<file path="config.mk">
export PLATFORM = sky130hd
export DESIGN_NAME = dsram_port_arbiter
export DESIGN_NICKNAME = d
export VERILOG_FILES = /design/src/rtl/dsram_arb_pkg.sv /design/src/rtl/dsram_wbuf.sv /design/src/rtl/dsram_port_arbiter.sv
export SDC_FILE = /design/constraint.sdc
export NUM_CORES = 1
export LEC_CHECK = 0
export ABC_AREA = 1
export BUFFER_PORTS_ARGS = -buffer_cell sky130_fd_sc_hd__buf_2
export CORE_MARGIN = 2
export CORE_UTILIZATION = 61
export CTS_BUF_LIST = sky130_fd_sc_hd__clkbuf_4 sky130_fd_sc_hd__clkbuf_8
export DETAILED_ROUTE_END_ITERATION = 6
export PLACE_DENSITY = 0.84
export SYNTH_ARGS = -nofsm -noshare
export SYNTH_HDL_FRONTEND = slang
export SYNTH_SLANG_ARGS = --single-unit
</file>
<file path="constraint.sdc">
create_clock -name clk -period 5.35 [get_ports clk]
set_input_delay 0.535 -clock clk [delete_from_list [all_inputs] [get_ports clk]]
set_output_delay 0.535 -clock clk [all_outputs]
set_load 0.05 [all_outputs]
</file>
<file path="src/rtl/dsram_arb_pkg.sv">
// Shared types and helpers for the data-SRAM port arbiter and its store write buffer.
package dsram_arb_pkg;

    localparam int WBUF_DEPTH_DEFAULT = 4;

    typedef struct packed {
        logic        valid;
        logic [3:0]  we;
        logic [29:0] addr;
        logic [31:0] wdata;
    } wbuf_entry_t;

    function automatic logic [31:0] byte_merge(input logic [31:0] base,
                                               input logic [31:0] data,
                                               input logic [3:0]  mask);
        logic [31:0] res;
        res = base;
        for (int b = 0; b < 4; b++) begin
            if (mask[b]) res[b*8 +: 8] = data[b*8 +: 8];
        end
        return res;
    endfunction

endpackage

</file>
<file path="src/rtl/dsram_wbuf.sv">
// Circular store buffer: enqueue/dequeue in the same cycle, word-address compare against a load,
// and an oldest-to-youngest byte merge of all hitting entries (same-cycle enqueue applied last).
module dsram_wbuf
    import dsram_arb_pkg::*;
#(
    parameter int DEPTH = WBUF_DEPTH_DEFAULT,
    localparam int PTR_W = $clog2(DEPTH),
    localparam int CNT_W = PTR_W + 1
) (
    input  logic             clk,
    input  logic             resetn,
    input  logic             enq_vld,
    input  logic [3:0]       enq_we,
    input  logic [29:0]      enq_addr,
    input  logic [31:0]      enq_wdata,
    input  logic             deq,
    input  logic [29:0]      cmp_addr,
    output wbuf_entry_t      head_entry,
    output logic [CNT_W-1:0] count,
    output logic             hit,
    output logic [3:0]       fwd_mask,
    output logic [31:0]      fwd_data
);

    wbuf_entry_t      entry_q [DEPTH];
    wbuf_entry_t      entry_d [DEPTH];
    logic [PTR_W-1:0] head_q, head_d, tail_q, tail_d, idx;
    logic [CNT_W-1:0] count_q, count_d;

    always_comb begin
        entry_d = entry_q;
        head_d  = head_q;
        tail_d  = tail_q;
        if (deq) begin
            entry_d[head_q].valid = 1'b0;
            head_d = head_q + 1'b1;
        end
        if (enq_vld) begin
            entry_d[tail_q] = '{valid: 1'b1, we: enq_we, addr: enq_addr, wdata: enq_wdata};
            tail_d = tail_q + 1'b1;
        end
        count_d = count_q + CNT_W'(enq_vld) - CNT_W'(deq);
    end

    always_ff @(posedge clk) begin
        if (!resetn) begin
            for (int i = 0; i < DEPTH; i++) entry_q[i] <= '0;
            head_q  <= '0;
            tail_q  <= '0;
            count_q <= '0;
        end else begin
            entry_q <= entry_d;
            head_q  <= head_d;
            tail_q  <= tail_d;
            count_q <= count_d;
        end
    end

    // Walk from the head so later (younger) stores overwrite earlier bytes.
    always_comb begin
        hit      = 1'b0;
        fwd_mask = '0;
        fwd_data = '0;
        idx      = head_q;
        for (int i = 0; i < DEPTH; i++) begin
            idx = head_q + PTR_W'(i);
            if (entry_q[idx].valid && entry_q[idx].addr == cmp_addr) begin
                hit      = 1'b1;
                fwd_data = byte_merge(fwd_data, entry_q[idx].wdata, entry_q[idx].we);
                fwd_mask = fwd_mask | entry_q[idx].we;
            end
        end
        if (enq_vld && enq_addr == cmp_addr) begin
            hit      = 1'b1;
            fwd_data = byte_merge(fwd_data, enq_wdata, enq_we);
            fwd_mask = fwd_mask | enq_we;
        end
    end

    assign head_entry = entry_q[head_q];
    assign count      = count_q;

endmodule

</file>
<file path="src/rtl/dsram_port_arbiter.sv">
// Single-port data SRAM shared by loads (1-cycle response) and buffered stores drained in idle cycles;
// a full buffer steals the port from loads. DSRAM_WBUF_FWD_EN forwards buffered bytes instead of stalling hits.
module dsram_port_arbiter
    import dsram_arb_pkg::*;
#(
    parameter int WBUF_DEPTH = WBUF_DEPTH_DEFAULT
) (
    input  logic        clk,
    input  logic        resetn,
    input  logic        rd_req,
    input  logic [31:0] rd_addr,
    output logic        rd_ready,
    output logic        rd_rvalid,
    output logic [31:0] rd_rdata,
    input  logic        wr_req,
    input  logic [3:0]  wr_we,
    input  logic [31:0] wr_addr,
    input  logic [31:0] wr_wdata,
    output logic        wr_ready,
    output logic        wbuf_empty,
    output logic        data_sram_en,
    output logic [3:0]  data_sram_we,
    output logic [31:0] data_sram_addr,
    output logic [31:0] data_sram_wdata,
    input  logic [31:0] data_sram_rdata
);

    localparam int CNT_W = $clog2(WBUF_DEPTH) + 1;

    logic [CNT_W-1:0] count;
    wbuf_entry_t      head;
    logic             hit, full, enq, deq, rd_ok;
    logic [3:0]       fwd_mask, fwd_mask_iss;
    logic [31:0]      fwd_data, rsp_data;
    logic             rd_rvalid_q, rd_rvalid_d;
    logic [3:0]       fwd_mask_q, fwd_mask_d;
    logic [31:0]      fwd_data_q, fwd_data_d, rd_rdata_q, rd_rdata_d;
    logic             unused_ok;

    assign full       = (count == CNT_W'(WBUF_DEPTH));
    assign wr_ready   = !full;
    assign wbuf_empty = (count == '0);
    assign enq        = wr_req && wr_ready;

    dsram_wbuf #(.DEPTH(WBUF_DEPTH)) u_wbuf (
        .clk        (clk),
        .resetn     (resetn),
        .enq_vld    (enq),
        .enq_we     (wr_we),
        .enq_addr   (wr_addr[31:2]),
        .enq_wdata  (wr_wdata),
        .deq        (deq),
        .cmp_addr   (rd_addr[31:2]),
        .head_entry (head),
        .count      (count),
        .hit        (hit),
        .fwd_mask   (fwd_mask),
        .fwd_data   (fwd_data)
    );

`ifdef DSRAM_WBUF_FWD_EN
    assign rd_ok        = 1'b1;
    assign fwd_mask_iss = fwd_mask;
    assign unused_ok    = ^{wr_addr[1:0], head.valid, hit};
`else
    // A hitting load waits for the buffer to drain the matching stores.
    assign rd_ok        = !hit;
    assign fwd_mask_iss = '0;
    assign unused_ok    = ^{wr_addr[1:0], head.valid, fwd_mask};
`endif

    always_comb begin
        rd_ready        = 1'b0;
        deq             = 1'b0;
        data_sram_en    = 1'b0;
        data_sram_we    = '0;
        data_sram_addr  = '0;
        data_sram_wdata = '0;
        if (resetn) begin
            if (full) begin
                deq = 1'b1;
            end else if (rd_req && rd_ok) begin
                rd_ready       = 1'b1;
                data_sram_en   = 1'b1;
                data_sram_addr = rd_addr;
            end else if (count != '0) begin
                deq = 1'b1;
            end
        end
        if (deq) begin
            data_sram_en    = 1'b1;
            data_sram_we    = head.we;
            data_sram_addr  = {head.addr, 2'b00};
            data_sram_wdata = head.wdata;
        end
    end

    assign rsp_data = byte_merge(data_sram_rdata, fwd_data_q, fwd_mask_q);

    always_comb begin
        rd_rvalid_d = rd_req && rd_ready;
        fwd_mask_d  = rd_ready ? fwd_mask_iss : fwd_mask_q;
        fwd_data_d  = rd_ready ? fwd_data : fwd_data_q;
        rd_rdata_d  = rd_rvalid_q ? rsp_data : rd_rdata_q;
    end

    always_ff @(posedge clk) begin
        if (!resetn) begin
            rd_rvalid_q <= 1'b0;
            fwd_mask_q  <= '0;
            fwd_data_q  <= '0;
            rd_rdata_q  <= '0;
        end else begin
            rd_rvalid_q <= rd_rvalid_d;
            fwd_mask_q  <= fwd_mask_d;
            fwd_data_q  <= fwd_data_d;
            rd_rdata_q  <= rd_rdata_d;
        end
    end

    assign rd_rvalid = rd_rvalid_q;
    assign rd_rdata  = rd_rvalid_q ? rsp_data : rd_rdata_q;

endmodule

</file>
======== Word level (Yosys, flattened, before mapping) ========
Cells that the tools add are included.
Widths: inputs -> output; s select.
word-level totals
  output and inout port bits .............. 105
  flip-flop bits (word level) ............. 308
  word-level logic and storage cells ...... 99
  input port bits ......................... 136
cells by class
  reduce and logical (&&, ||, !) cells .... 14
  bitwise logic cells ..................... 5
  $lt $le $gt $ge ......................... 7
  equal/unequal tests ..................... 6
  mux-type cells .......................... 40
  add/sub/neg operators ................... 6
operator list
  operator             count
  $mux 67              10
  $bmux 67 s2          4
  $bwmux 268           2
  $mux 268             2
  $demux 67 s2         2
  $mux 32              6
  $eq 30x30->1         5
  $ge 3x3->1 const B   5
  $not 2->3            5
  $mux 1               13
  $logic_and 1x1->1    10
  $lt 3x1->1 const B   2
  $add 2x1->2 const B  2
  $add 2x2->2 const B  2
  $mux 4               1
  $add 3x1->3          1
  $eq 3x3->1 const B   1
  $logic_not 3->1      1
  $reduce_bool 3->1    1
  $sub 3x1->3          1
  $logic_not 1->1      2

======== Depth between registers and ports, before layout ========
Gate-level depths: netlist of run 1.
  depth after elaboration ................. 19
  gate-level depth with buffers ........... 33
  mapped depth without buffers ............ 25

======== Hierarchy ========
Synthesis of run 1 repeated with hierarchy kept, for this count alone.
second synthesis, totals
  cells, all modules ...................... 3991
  area total of the unflattened synthesis .. 22280.1 µm²
by module, submodules not included
  module              area each (µm²)  cells an instance  instances
  dsram_wbuf          20135.6          3614               1
  dsram_port_arbiter  2144.6           377                1

======== Least setup slack after synthesis of run 1 ========
OpenSTA, ideal clock, no wires.
  kind .................................... flip-flop to output port
  start point ............................. register u_wbuf.head_q[0]
  end point ............................... output port data_sram_wdata[0]
  arrival time ............................ 4.292 ns
  stages on the path, launching flop included .. 24
  path buffers ............................ 8
  slack ................................... 0.523 ns
  path through ............................ dfxtp_1 -> buf_4 -> inv_4 -> buf_6 -> buf_4 -> clkbuf_1 -> clkbuf_1 -> ha_1 -> buf_2 -> inv_2 -> buf_2 -> nand3_1 -> nand2_1 -> nor2_1 -> nor3_1 -> nand2_1 -> nor2_1 -> nand2_1 -> nor2_1 -> nor2_2 -> nand3_2 -> nand2_2 -> buf_2 -> a211oi_1
on the way
  elaborated cells on any way between the ends .. 38
  classes of those cells .................. add/sub (3); eq/ne (4); mux (21); bitwise (4); reduce/logical (6)
RTL lines
  what                                          line                      RTL
  start, declared                               dsram_wbuf.sv:27          logic [PTR_W-1:0] head_q, head_d, tail_q, tail_d, idx;
  start signal, assigned                        dsram_wbuf.sv:48          head_q <= '0;
  start signal, assigned                        dsram_wbuf.sv:53          head_q <= head_d;
  $add 2x2->2 *                                 dsram_wbuf.sv:66          idx = head_q + PTR_W'(i);
  via u_wbuf.idx[0]                             dsram_wbuf.sv:27
  $not 2->3 (implied by the code) *             dsram_wbuf.sv:67          if (entry_q[idx].valid && entry_q[idx].addr == cmp_addr) begin
  $bmux 67 s2 *                                 dsram_wbuf.sv:67
  $mux 67 (implied by the code) * (2 in a row)  dsram_wbuf.sv:67
  $eq 30x30->1                                  dsram_wbuf.sv:67
  $logic_and 1x1->1 *                           dsram_wbuf.sv:67
  $mux 1 *                                      dsram_wbuf.sv:67
  $mux 1 *                                      dsram_wbuf.sv:73          if (enq_vld && enq_addr == cmp_addr) begin
  $logic_not 1->1 *                             dsram_port_arbiter.sv:67  assign rd_ok = !hit;
  $logic_and 1x1->1 *                           dsram_port_arbiter.sv:82  end else if (rd_req && rd_ok) begin
  $mux 1 *                                      dsram_port_arbiter.sv:82
  $mux 1 *                                      dsram_port_arbiter.sv:80  if (full) begin
  $mux 1 *                                      dsram_port_arbiter.sv:79  if (resetn) begin
  $mux 32 *                                     dsram_port_arbiter.sv:90  if (deq) begin
  end, declared                                 dsram_port_arbiter.sv:24  output logic [31:0] data_sram_wdata,
Mark *: on every way through the listed nets, which the timed path passes. The rest lies on a longest branch. The select of a mux whose other input is x is not followed.

======== Final worst setup path of run 1 ========
  start point ............................. register u_wbuf.head_q[0]
  end point ............................... output port data_sram_addr[31]
on the way
  cells in the longest elaborated chain, start to end .. 17
  elaborated cells on any way between the ends .. 41
  classes of those cells .................. add/sub (3); eq/ne (4); mux (24); bitwise (4); reduce/logical (6)
RTL lines
  what                                                                   line                                                  RTL
  $add 2x1->2 / $not 2->3 (equally long branches)                        dsram_wbuf.sv:66, dsram_wbuf.sv:67, dsram_wbuf.sv:80
  $not 2->3 (implied by the code) / $bmux 67 s2 (equally long branches)  dsram_wbuf.sv:67, dsram_wbuf.sv:80
  $bmux 67 s2 / $mux 67 (equally long branches)                          dsram_wbuf.sv:67, dsram_wbuf.sv:80
  $mux 67, on equally long branches                                      n/a
  $mux 67 / $eq 30x30->1 (equally long branches)                         n/a
  $eq 30x30->1 / $logic_and 1x1->1 (equally long branches)               dsram_wbuf.sv:67
  $logic_and 1x1->1 / $mux 1 (equally long branches)                     dsram_wbuf.sv:67
  $mux 1 (3 in a row)                                                    dsram_wbuf.sv:67
  $mux 1                                                                 dsram_wbuf.sv:73
  $logic_not 1->1                                                        dsram_port_arbiter.sv:67
  $logic_and 1x1->1                                                      dsram_port_arbiter.sv:82
  $mux 32 / $mux 1 (equally long branches)                               dsram_port_arbiter.sv:82
  $mux 32 / $mux 1 (equally long branches)                               dsram_port_arbiter.sv:80
  $mux 32 / $mux 1 (equally long branches)                               dsram_port_arbiter.sv:79
  $mux 32 *                                                              dsram_port_arbiter.sv:90
  end, declared                                                          dsram_port_arbiter.sv:23                              output logic [31:0] data_sram_addr,
Every way passes the cells marked *; elsewhere a longest branch is shown, timed or not. The select of a mux whose other input is x is not followed.

==> impl_results.md, run 1 <==
- Outcome: complete, no violations
- Iter 0 DRT Violations: 2947
- Sequential-to-total area share from yosys stat: 0.3370
- CTS clock-pin slew for the worst setup and hold paths: ~0.060 ns
- Gr ovfl total: 0
- Tmin final: ~5.2 ns
- Die X-Extent: 177.2 um
- Flip-flop and latch area: 0.006173 sq mm
- Hold WC Path Type: in -> reg
- R2R Path End: u_wbuf.count[2]
- Hold-fix buffers, CTS: 0
- Clk sinks: between 300 and 400
- Drt total wl: roughly 66000 um
- Power, Total: ~10 mW
- # fillers: about 2700
- # DRC: 0
- Post-route clock period utilization: 0.9646
- Share of cells above drive strength 1: 0.1327
- Arr. time, crit path: 4.63 ns
- Leakage power total: between 8 and 9 nW
- Critical path endpoint: data_sram_addr[31]
- Reg2Reg Depth: 24
- RSZ-0062 raised after global routing: false
- Hold Slack: ~0.19 ns
- Post-synthesis register bit count: ~300
- Worst slew pin tran: ~1.2 ns
- Setup violators final: 0
- I/O pin count: around 240
- Largest net degree at the start of global routing: about 240
- Vias per std cell: 6.169
- Max Freq: between 150 and 200 MHz
- Initial core utilization: 0.6190
- CTS tree: yes
- Final Hold Viols: 0
- Mapped Area: 0.01830 sq mm
- Core Box Area: approximately 0.030 sq mm
- R2r startpoint: u_wbuf.head_q[0]
- Cell area after layout: slightly above 0.02 sq mm
- PwrDens: about 510 mW/mm^2
- Clock Latency Late Sink: between 0.6 and 0.7 ns
- # nets final: 3201
- Utilization after layout: 0.6892
- Vias in the first global route: just under 20000
- Max rail drop VDD: 0.5135 mV
- Global-route wire length before repair: 102100 um
- Die ar.: 0.03140 sq mm
- Cells after Synth: just under 3000
- IO Port Bufs: ~240
- CP endpoint kind: primary output
- Slew HR: 0.2148
- GRT Overall Usage: 0.4075
- Max Cap Violations: 0
- Total negative slack: 0 ns
- Unique masters post-synth: 35
- Syn_area_per_cell: between 6 and 7 sq um
- Area growth syn-to-layout: 11.34%
- Cell Area, Placed: between 0.015 and 0.02 sq mm
- H-tree Lvls: 2
- Hold_sp: data_sram_rdata[7]
- Clock Tree Root: clkbuf_8
- Slew Limit Fails: 0
- Flop2flop setup slack: 1.12 ns
- Crit start category: register
- Commonest cells after routing, fill and taps aside: nand2_1 (1023), nand3_1 (588), a21oi_1 (382)
- Antenna Violating Nets Remaining: 0
- Commonest non-fill, non-tap cell in the layout: nand2_1
- Post-CTS resize count: 0
- Worst Path Class, Setup: reg -> out
- Clock skew: ~0.028 ns
- Antenna violations before repair: 6
- Synth warn: 0
- Rows: 63
- Area of the multi-input gates: 0.01065 sq mm
- Routed length per instance: 18.98 um
- DR pass1 iterations: 6
- Total number of vias: approximately 21000
- Syn_nets: between 3000 and 4000
- Clock tree buffer depth: 3
- Setup bufs post-CTS: 0
- Die span in y: between 150 and 200 um
- Worst setup path startpoint: u_wbuf.head_q[0]
- Total clock buffers created by CTS: 52
- CP Max Fanout: 62
- Post-detail-place hpwl: 41670 um
- Worst EP required: between 4 and 5 ns
- Final GP Congestion: 1.021
## routing by layer
metal	global-route usage	up-vias	wire [um]
met4	0.2156	4	3565
met3	0.08591	266	7894
met5	0	-	22
li1	-	9990	-
met1	0.5259	9800	25050
met2	0.6388	1427	29580
## stage by stage
stage / worst slack (ns) / instances
6_report: 0.1894 / 3483
3_3_place_gp: 1.049 / 3390
4_1_cts: 0.3808 / 3479
5_1_grt: 0.1234 / 3482
2_1_floorplan: 0.5227 / 2958
3_5_place_dp: 1.027 / 3390
## sequential cells by signal, summed over array words and instances (netlist names)
register,count
u_wbuf.entry_q,268
rd_rdata_q,32
u_wbuf.count,3
u_wbuf.head_q,2
u_wbuf.tail_q,2
rd_rvalid,1
## cells by family after synthesis
group | count (synthesis) | synth area share
AO/OA/AOI/OAI | 530 | 0.1585
adder cells (fa/ha/maj) | 11 | 0.007932
XOR/XNOR | 37 | 0.01771
flip-flops | 308 | 0.3370
buffers and inverters | 350 | 0.08301
AND/OR/NAND/NOR | 1722 | 0.3959
## worst min path at each step
stage                    endpoint  slack (ns)  cells after the start
2_1_floorplan  u_wbuf.entry_q[62]        0.42                      2
3_3_place_gp    u_wbuf.entry_q[8]        0.43                      2
3_5_place_dp   u_wbuf.entry_q[14]        0.44                      2
4_1_cts            rd_rdata_q[21]        0.18                      3
5_1_grt            rd_rdata_q[19]        0.20                      3
6_report            rd_rdata_q[7]        0.19                      3
## layout make-up
class                           count  share of cell area
Multi-Input combinational cell   2300              0.5229
Sequential cell                   308              0.3030
Timing Repair Buffer              270             0.07333
Clock buffer                       83             0.04932
Tap cell                          390             0.02395
Inverter                          122             0.02321
Clock inverter                      6            0.003808
Antenna cell                        4           0.0004913
## power by group
group          total [mW]  switching [mW]  internal (mW)
Sequential           2.66           0.139           2.52
Combinational        5.56            4.14           1.42
Clock                2.24           0.999           1.24
Total                10.5            5.28           5.17
## critical path, cell delays in order (launching register included)
cell and delay [ns]:
dfxtp_4 0.37, inv_6 0.04, ha_2 0.32, buf_4 0.63
nand3_1 0.14, nand2_1 0.13, xor2_1 0.29, nor2_1 0.11
nand2_1 0.10, nor2_1 0.05, nand2_1 0.10, nor2_1 0.06
nor2_2 0.19, nand3_1 0.20, o21ai_2 0.47, nand3_1 0.39
inv_1 0.12, buf_2 0.27
## cell usage after synthesis
master | number | area [sq um]
o211ai_1 | 1 | 7.510
a21boi_0 | 1 | 7.510
nor2_1 | 91 | 341.6
nor4_1 | 1 | 6.260
buf_2 | 28 | 140.1
nand3_2 | 1 | 10.01
buf_6 | 13 | 146.4
ha_1 | 10 | 125.1
a211oi_2 | 28 | 350.3
inv_1 | 116 | 435.4
a211oi_1 | 10 | 75.07
nand3b_1 | 2 | 15.01
nand3_1 | 588 | 2943
buf_8 | 1 | 15.01
fa_1 | 1 | 20.02
nand4_1 | 6 | 37.54
o2111ai_1 | 1 | 8.760
inv_2 | 3 | 11.26
clkinv_1 | 1 | 3.750
clkbuf_1 | 145 | 544.3
o21ai_0 | 88 | 440.4
nor2_2 | 2 | 12.51
xor2_1 | 23 | 201.4
nand2_2 | 1 | 6.260
buf_1 | 26 | 97.59
xnor2_1 | 14 | 122.6
o22ai_1 | 3 | 18.77
o21ai_1 | 16 | 80.08
nor3_1 | 2 | 10.01
inv_4 | 2 | 12.51
nand2_1 | 1027 | 3855
a21oi_1 | 382 | 1912
dfxtp_1 | 308 | 6166
buf_4 | 15 | 112.6
or2_2 | 1 | 6.260
(Power assumes the default switching activity.)
==> inputs of run 2 (changes only) <==
--- a/config.mk
+++ b/config.mk
@@ -9,3 +9,3 @@
 export BUFFER_PORTS_ARGS = -buffer_cell sky130_fd_sc_hd__buf_2
-export CORE_MARGIN = 2
+export CORE_ASPECT_RATIO = 0.9
 export CORE_UTILIZATION = 61
==> constraint.sdc (replaced) <==
create_clock -name clk -period 5.35 [get_ports clk]
set_input_delay 0.8025 -clock clk [delete_from_list [all_inputs] [get_ports clk]]
set_output_delay 0.8025 -clock clk [all_outputs]
set_load 0.05 [all_outputs]
==> impl_results.md, run 2 (synthesis gave the netlist of run 1 again) <==
- Iter 0 DRT Violations: 2904
- Post-detail-place hpwl: 40830 um
- Violated checks: design-rule violations
- Most Frequent Cell on Critical Path: nor2_1
- CP Max Fanout: 40
- Worst setup path startpoint: u_wbuf.head_q[0]
- Worst slew pin tran: around 1.1 ns
- Clock Tree Root: clkbuf_8
- Clk sinks: ~300
- Final Hold Viols: 0
- Crit-path cells: inv_6 > ha_2 > inv_4 > buf_12 > nand3_1 > nand2_1 > o21ai_1 > nor2_1 > nand3b_1 > nor2_1 > nand2_1 > nor2_1 > nor2_2 > nand3_1 > o21ai_4 > buf_6 > nand2_1 > nor2_1 > buf_2
- Share of cells above drive strength 1: 0.1314
- Area growth syn-to-layout: 11.67%
- Die X-Extent: around 180 um
- Clock skew: roughly 0.029 ns
- Hold_sp: data_sram_rdata[2]
- DR pass1 iterations: 7
- Initial core utilization: 0.6259
- Die ar.: ~0.03 sq mm
- # DRC: 12
- Antenna Violating Nets Remaining: 0
- Gr ovfl total: 0
- Max FFs per register: about 270
- IO Port Bufs: 238
- Rows: approximately 60
- Total number of vias: approximately 21000
- Routed length per instance: between 15 and 20 um
- Cell area after layout: ~0.020 sq mm
- Setup bufs post-CTS: 0
- Biggest register: u_wbuf.entry_q
- Commonest cells after routing, fill and taps aside: nand2_1 (1023), nand3_1 (588), a21oi_1 (382)
- Setup violators final: 0
- Final GP Congestion: roughly 1.0
- Area of the multi-input gates: about 0.011 sq mm
- Antenna violations before repair: 13
- PwrDens: 514.4 mW/mm^2
- Total clock buffers created by CTS: 50
- Tmin final: just over 5 ns
- RSZ-0062 raised after global routing: true
- CTS tree: yes
- Global-route wire length before repair: between 100000 and 150000 um
- CP endpoint kind: primary output
- Utilization after layout: 0.6989
- Worst EP required: around 4.6 ns
- I/O pin count: approximately 240
- Flip-flop and latch area: between 0.006 and 0.007 sq mm
- Max Cap Violations: 0
- R2r startpoint: u_wbuf.head_q[0]
- Power, Total: roughly 11 mW
- Hold WC Path Type: in -> reg
- Max rail drop VDD: roughly 0.34 mV
- Leakage power total: ~8.6 nW
- Slew HR: 0.2924
- Largest net degree at the start of global routing: approximately 240
- Post-route clock period utilization: 0.9700
- # fillers: ~2600
- Clock Latency Late Sink: ~0.64 ns
- Vias in the first global route: a little under 20000
- H-tree Lvls: 2
- Worst Path Class, Setup: reg -> out
- Die span in y: 166.3 um
- Total negative slack: 0 ns
- Crit path largest cell delay: about 0.49 ns
- Hold Slack: roughly 0.44 ns
- Core Box Area: around 0.029 sq mm
- Slew Limit Fails: 0
- Max Freq: 192.7 MHz
- Outcome: finished, violations left
- CTS clock-pin slew for the worst setup and hold paths: about 0.06 ns
- Cell Area, Placed: around 0.019 sq mm
- Crit start category: register
- Arr. time, crit path: ~4.4 ns
- Commonest non-fill, non-tap cell in the layout: nand2_1
- Vias per std cell: 6.141
- Slowest CP cell: ha_2
- Drt total wl: ~66000 um
- # nets final: 3194
- Clock tree buffer depth: 3
- GRT Overall Usage: 0.4204
run 2: changes by cell type in the layout (fill, tap and decap cells not counted), moves of 2 or more:
cell	before	now
xor2_2	0	2
clkbuf_8	61	65
clkbuf_4	22	9
inv_8	1	3
inv_12	2	0
xor2_1	23	21
buf_4	27	20
clkinv_2	3	8
diode_2	4	8
run 2: final timing paths:
path                        end  cells after the start  slack (ns)
min               rd_rdata_q[2]                      3        0.44
max reg2reg     u_wbuf.count[2]                     25        0.91
max           data_sram_addr[3]                     19        0.16
min reg2reg  u_wbuf.entry_q[62]                      2        0.45
run 2: final cells by class:
class                           instances  area share
Sequential cell                       308      0.3021
Inverter                              122     0.02352
Antenna cell                            8   0.0009798
Tap cell                              396     0.02425
Multi-Input combinational cell       2300      0.5225
Clock buffer                           74     0.04709
Timing Repair Buffer                  265     0.07269
Clock inverter                         13    0.006859
run 2: worst max-delay path, delay by kind of cell, from the launching register on:
| kind | cells | cell delay (ns) |
|---|---|---|
| flops | 1 | 0.38 |
| buf+inv | 5 | 1.07 |
| compound gates | 2 | 0.57 |
| simple gates | 11 | 1.22 |
| fa+ha+maj | 1 | 0.49 |
run 2: metrics by stage:
step / worst slack [ns] / instances
floorplan: 0.2552 / 2958
global placement: 0.6418 / 3390
detailed placement: 0.6333 / 3390
CTS: 0.1154 / 3477
global route: -0.01094 / 3484
finish: 0.1605 / 3486
run 2: power by group:
group / internal [mW] / switching, mW / total [mW]
registers: 2.52 / 0.140 / 2.66
clock network: 1.26 / 1.02 / 2.28
logic: 1.43 / 4.15 / 5.58
run 2: timing repair:
item | in CTS | in global routing
resized for setup | 1 | 7
cloned | 0 | 1
hold buffers | 0 | 0
setup endpoints to repair | 3 | 33
run 2: routing by layer:
| metal | GRT usage | part of all wire | vias to the layer above |
|---|---|---|---|
| met5 | 0 | 0.00095 | - |
| met4 | 0.1989 | 0.040 | 10 |
| met3 | 0.1226 | 0.14 | 237 |
| met2 | 0.6266 | 0.44 | 1487 |
| met1 | 0.5551 | 0.38 | 9689 |
| li1 | - | - | 9984 |
